$ cat src/rtl/regfile_wb.sv
// regfile_wb: general-purpose register file fed by the write-back stage.
// Register 0 always reads as zero. A same-cycle write bypasses into both
// read ports. After reset a clear engine zeroes registers 1..NUM_REGS-1,
// one per cycle, before the file accepts writes.
module regfile_wb #(
   parameter int DATA_W   = 32,
   parameter int ADDR_W   = 5,
   parameter int NUM_REGS = 32
) (
   input  logic              clk,
   input  logic              rst,
   input  logic              we,
   input  logic [ADDR_W-1:0] waddr,
   input  logic [DATA_W-1:0] wdata,
   input  logic              re1,
   input  logic [ADDR_W-1:0] raddr1,
   output logic [DATA_W-1:0] rdata1,
   input  logic              re2,
   input  logic [ADDR_W-1:0] raddr2,
   output logic [DATA_W-1:0] rdata2,
   output logic              init_busy
);

   typedef enum logic {
      CLEAR,
      READY
   } state_t;

   localparam logic [ADDR_W-1:0] LAST_IDX  = ADDR_W'(NUM_REGS - 1);
   localparam logic [ADDR_W-1:0] FIRST_IDX = ADDR_W'(1);

   state_t            state_q, state_d;
   logic [ADDR_W-1:0] clrIdx_q, clrIdx_d;
   logic [DATA_W-1:0] regs_q [NUM_REGS];

   logic              arrayWe;
   logic [ADDR_W-1:0] arrayAddr;
   logic [DATA_W-1:0] arrayData;

   // State and sweep-index registers; reset restarts the sweep at register 1
   always_ff @(posedge clk) begin
      if (rst) begin
         state_q  <= CLEAR;
         clrIdx_q <= FIRST_IDX;
      end else begin
         state_q  <= state_d;
         clrIdx_q <= clrIdx_d;
      end
   end

   // Next-state logic and arbitration of the single array write port
   always_comb begin
      state_d   = state_q;
      clrIdx_d  = clrIdx_q;
      arrayWe   = 1'b0;
      arrayAddr = waddr;
      arrayData = wdata;
      case (state_q)
         CLEAR: begin
            arrayWe   = 1'b1;
            arrayAddr = clrIdx_q;
            arrayData = '0;
            clrIdx_d  = clrIdx_q + FIRST_IDX;
            if (clrIdx_q == LAST_IDX) begin
               state_d = READY;
            end
         end
         READY: begin
            arrayWe = we && (waddr != '0);
         end
         default: begin
            state_d = CLEAR;
         end
      endcase
   end

   // Storage array; it has no reset of its own, zeroing comes from the sweep
   always_ff @(posedge clk) begin
      if (!rst && arrayWe) begin
         regs_q[arrayAddr] <= arrayData;
      end
   end

   // Read port 1: masked while busy/disabled, r0 is zero, then bypass, then array
   always_comb begin
      rdata1 = '0;
      if (rst || (state_q == CLEAR)) begin
         rdata1 = '0;
      end else if (!re1) begin
         rdata1 = '0;
      end else if (raddr1 == '0) begin
         rdata1 = '0;
      end else if (we && (waddr == raddr1)) begin
         rdata1 = wdata;
      end else begin
         rdata1 = regs_q[raddr1];
      end
   end

   // Read port 2: same priority as port 1, fully independent of it
   always_comb begin
      rdata2 = '0;
      if (rst || (state_q == CLEAR)) begin
         rdata2 = '0;
      end else if (!re2) begin
         rdata2 = '0;
      end else if (raddr2 == '0) begin
         rdata2 = '0;
      end else if (we && (waddr == raddr2)) begin
         rdata2 = wdata;
      end else begin
         rdata2 = regs_q[raddr2];
      end
   end

   assign init_busy = rst || (state_q == CLEAR);

endmodule
$ cat config.mk
export PLATFORM = sky130hd
export DESIGN_NAME = regfile_wb
export DESIGN_NICKNAME = d
export VERILOG_FILES = /design/src/rtl/regfile_wb.sv
export SDC_FILE = /design/constraint.sdc
export NUM_CORES = 1
export LEC_CHECK = 0
export BUFFER_PORTS_ARGS = -buffer_cell sky130_fd_sc_hd__buf_2
export CAP_MARGIN = 20
export CORE_MARGIN = 1.5
export CORE_UTILIZATION = 40
export DETAILED_ROUTE_END_ITERATION = 12
export GPL_ROUTABILITY_DRIVEN = 0
export PLACE_DENSITY = 0.59
export SLEW_MARGIN = 20
export SYNTH_ARGS = -nofsm -noshare
export SYNTH_HDL_FRONTEND = slang
export SYNTH_SLANG_ARGS = --single-unit
$ cat constraint.sdc
create_clock -name clk -period 5.8 [get_ports clk]
set_input_delay 1.16 -clock clk [delete_from_list [all_inputs] [get_ports clk]]
set_output_delay 1.16 -clock clk [all_outputs]
set_load 0.005 [all_outputs]
# After elaboration in Yosys (flattened, before gate mapping)
# Memory sizes are Yosys's and may differ from the RTL's.
# Index checks and enable logic that the tools add are counted.
# totals
ff_bits	6
latchBits	0
mem_bits_rw	1024
mem_bits_ro	0
input_bits	52
out_inout_bits	65
memories	1
# op_classes
addsub	1
mul	0
div_mod_pow	0
order_cmp	0
eq_ne	3
shifts	0
n_mux	15
bitwise	1
reduce_logical	9
# mem_list
name	depth	word_bits	read_ports	rd_clocked_by_memory_dff	write_ports	line	text
regs_q	32	32	2	0	1	34	logic [DATA_W-1:0] regs_q [NUM_REGS];
# op_table
cell	count
two-way mux 32 bit	9
equality test 5 bit	2
logical NOT 5 bit	2
adder 5 x 1 -> 5 bit (second input constant)	1
equality test 5 bit (second input constant)	1
two-way mux 5 bit	1
nonzero test 5 bit	1
logical AND 1 bit	4
two-way mux 1 bit	4
case mux 1 bit (2 select lines)	1
logical NOT 1 bit	1
logical OR 1 bit	1
NOT 1 bit	1

# Longest topological paths before layout
# depth
ltp_word	6
depth_mapped	10
mapped_depth_nobuf	5

# Worst setup path after synthesis
# Ideal clock, no wire load.
# synth_timing
kind	input -> register
from	input waddr[0]
to	memory regs_q[18][0] (enable)
setup_time_ps	421
arrival_ps	3485
required_time_ps	5379
slack_ps	1894
cell_stages	5
cell_sequence	clkbuf_1 -> nor4_1 -> o32ai_1 -> nand3b_1 -> nor2_1
# synth_via
elab_chain_cells	6
word_cells_on_any_way	7
# synth_rtl
element	line	text
from (decl)	13	input logic [ADDR_W-1:0] waddr,
nonzero test 5 bit	69	arrayWe = we && (waddr != '0);
logical AND 1 bit	69	
case mux 1 bit (2 select lines)	58	case (state_q)
logical AND 1 bit	79	if (!rst && arrayWe) begin
two-way mux 1 bit	79	
two-way mux 1 bit (not written as such)	80	regs_q[arrayAddr] <= arrayData;
to (decl)	34	
# Several ways; a longest one is shown, not always the timed one.

# Final worst setup path
# layout_timing
from	input raddr1[2]
to	output rdata1[5]
# layout_via
elab_chain_cells	6
word_cells_on_any_way	8
# layout_rtl
element	line	text
from (decl)	16	input logic [ADDR_W-1:0] raddr1,
branches (longest 3 deep; another with memory (32 x 32 bit))	n/a	
two-way mux 32 bit *	91	end else if (raddr1 == '0) begin
two-way mux 32 bit *	89	end else if (!re1) begin
two-way mux 32 bit *	87	if (rst || (state_q == CLEAR)) begin
to (decl)	17	output logic [DATA_W-1:0] rdata1,
# Mark *: on every way between the ends.

==> run summary <==
switching power: 3.75 mW
clk buf depth: 3
H-tree depth: 3
Pint: 12.2 mW
number of filler cells placed in the layout: 10,600
hold_buf cts: 0
CTS tree: built
commonest non-fill, non-tap cell in the layout: edfxtp_1
routed wire length: 164,000 um
total grt overflow: 0
Worst Path Arrival: 4.00 ns
Max Slew Vio Count: 0
DRT Pass-1 Iters: 5
Clk pwr share: 40.4%
I/O Buffers: 116
starting density of the core: 40.3%
Fin. Hold Viols: 0
most frequent cells in the layout: edfxtp_1 (1,024), mux2i_1 (336), mux4_2 (320)
Synth cell types: 54
most used routing layer: met2
drt wl/cell: 35.2 um
Switching Share: 23.4%
syn nets: 2,883
Core ar.: 0.123 mm^2
Seq/Total Area, Yosys: 62.0%
combinational share of power: 8.5%
clock-pin slew on the worst setup and hold paths: 0.06 ns
global-route wire length before repair: 230,000 um
setup TNS: 0 ns
initial antenna violation count: 11
vias: 30,900
Avg Cell Area, Syn: 17.6 um^2
met1 Use GR: 35.3%
nets: 2,987
asr flop ratio synth: 0%
Leakage: 17.9 nW
Tmin final: 5.16 ns
worst-margin pin slew: 1.22 ns
Hold Crit Class: reg2reg
die area: 0.127 mm^2
Total GRT Usage: 25.6%
Num Clock Sinks: 1,030
Top Ports: 117
CTS root buffer: clkbuf_16
vias in the first global route: 31,100
Seq cells post-synth: 1,030
Ys Warns: 0
RSZ-0062 raised after global routing: no
Synth Instances: 2,829
HPWL Detailed: 101,000 um
Worst Setup Path Type: in2out
CTS resizes: 0
largest net degree at the start of global routing: 72
clock latency on the worst-skew pair: 0.69 ns
final period utilization: 88.9%
Vias/cell: 6.63
startpoint types: input pin
share of cells above drive strength 1: 31.0%
final core occ: 45.2%
total power: 16.0 mW
Mapped Area: 0.0498 mm^2
M2 GR Usage: 39.5%
die width: 356 um
status: complete, no violations
DRC violations left: 0
Post-DRT Antenna Nets: 0
Num CTS Buffers: 104
Post-CTS Setup Inserts: 0
peak supply drop: 0.232 mV
max cap viols: 0
Fmax achieved: 0.194 GHz
Slew HR: 17.9%
Top FF cell, synth: edfxtp_1
crit end category: output port
Setup Skew: 0.0234 ns
Critical Path RT: 4.64 ns
met3 Use GR: 6.47%
R2R Setup Slk: 2.18 ns
maximum fanout along the worst path: 54
endpoints failing setup: 0
Layout Area Growth over Synthesis: 12.2%
die height: 356 um
Sequential Power Share: 51.1%
Iter 0 DRT Violations: 4,702
EDFF count, synth: 1,024
Pwr Density: 287 mW/mm^2
num rows: 129
==> kinds of logic after synthesis <==
logic type	count (synthesis)	synth area share [%]
XOR/XNOR	13	0.229
buffers and inverters	259	3.16
AO/OA/AOI/OAI	500	7.60
AND/OR/NAND/NOR	224	2.39
flip-flops	1030	62.0
multiplexers	801	24.5
adder cells (fa/ha/maj)	2	0.0503
==> path summary, 6_finish.rpt <==
check / from / end / cells past startpoint
hold reg to reg: clrIdx_q[4] / clrIdx_q[4] / 2
setup / recovery: raddr1[2] / rdata1[5] / 6
setup reg to reg: state_q / regs_q[20][2] / 6
hold / removal: clrIdx_q[4] / clrIdx_q[4] / 2
==> critical path, cell delays in order <==
cell,delay (ns)
buf_6,0.26
buf_4,0.33
nor3_2,1.01
a21oi_1,0.14
a41oi_1,0.77
buf_2,0.25
==> cell type report <==
class	count	area, um^2	area share [%]
Sequential cell	1030	30900	55.3
Multi-Input combinational cell	1540	17700	31.6
Clock buffer	127	2730	4.89
Tap cell	1637	2050	3.67
Timing Repair Buffer	250	1990	3.57
Clock inverter	64	484	0.867
Inverter	7	26.3	0.0471
Antenna cell	7	17.5	0.0314
==> cell usage after synthesis (6+ instances only) <==
| cell type | instances | share of area [%] |
|---|---|---|
| buf_1 | 14 | 0.11 |
| o22ai_1 | 65 | 0.82 |
| a221oi_1 | 49 | 0.86 |
| buf_4 | 27 | 0.41 |
| a22o_1 | 24 | 0.42 |
| clkbuf_1 | 119 | 0.90 |
| dfxtp_1 | 6 | 0.24 |
| o21ai_0 | 41 | 0.41 |
| inv_1 | 6 | 0.045 |
| xnor2_1 | 11 | 0.19 |
| mux2_2 | 143 | 3.2 |
| a41oi_1 | 41 | 0.72 |
| a22oi_1 | 63 | 0.95 |
| buf_6 | 47 | 1.1 |
| o2bb2ai_1 | 17 | 0.30 |
| nor2_1 | 46 | 0.35 |
| a21oi_1 | 11 | 0.11 |
| nand4_1 | 9 | 0.11 |
| nand2_1 | 43 | 0.32 |
| o21ai_1 | 9 | 0.091 |
| a31oi_1 | 47 | 0.59 |
| o31ai_1 | 64 | 0.97 |
| and3_1 | 11 | 0.14 |
| buf_2 | 36 | 0.36 |
| a221o_1 | 49 | 0.99 |
| mux4_2 | 320 | 14 |
| edfxtp_1 | 1024 | 62 |
| nand2b_1 | 56 | 0.70 |
| o221ai_1 | 15 | 0.26 |
| mux2i_1 | 336 | 6.8 |
| and2_1 | 34 | 0.43 |
==> power groups by stage <==
stage | clock network, mW | registers (mW) | logic, mW
3_5_place_dp | 0 | 8.33 | 1.34
4_1_cts | 6.52 | 8.17 | 1.34
3_3_place_gp | 0 | 8.32 | 1.33
6_report | 6.46 | 8.18 | 1.36
2_1_floorplan | 0 | 8.32 | 0.874
5_1_grt | 6.79 | 8.18 | 1.40
==> layer usage <==
metal	wire length, um	up-vias	part of all wire [%]
met2	74300	2121	45
li1	-	12200	-
met3	20200	371	12
met4	5430	12	3.3
met5	90	-	0.055
met1	63900	16200	39
==> flip-flops by register name, summed over array words and instances (netlist names) <==
register / cells
clrIdx_q: 5
regs_q: 1024
state_q: 1
==> stage by stage <==
| stage | area [um^2] | worst slack, ns | cells | hold WS, ns |
|---|---|---|---|---|
| after floorplan | 49800 | 1.89 | 2829 | 0.515 |
| after global placement | 52500 | 0.825 | 4462 | 0.550 |
| after detailed placement | 52500 | 0.818 | 4463 | 0.565 |
| after CTS | 55800 | 0.803 | 4654 | 0.582 |
| after global routing | 55800 | 0.701 | 4655 | 0.606 |
| final | 55800 | 0.643 | 4662 | 0.578 |
Power figures use the tool's default switching activity.
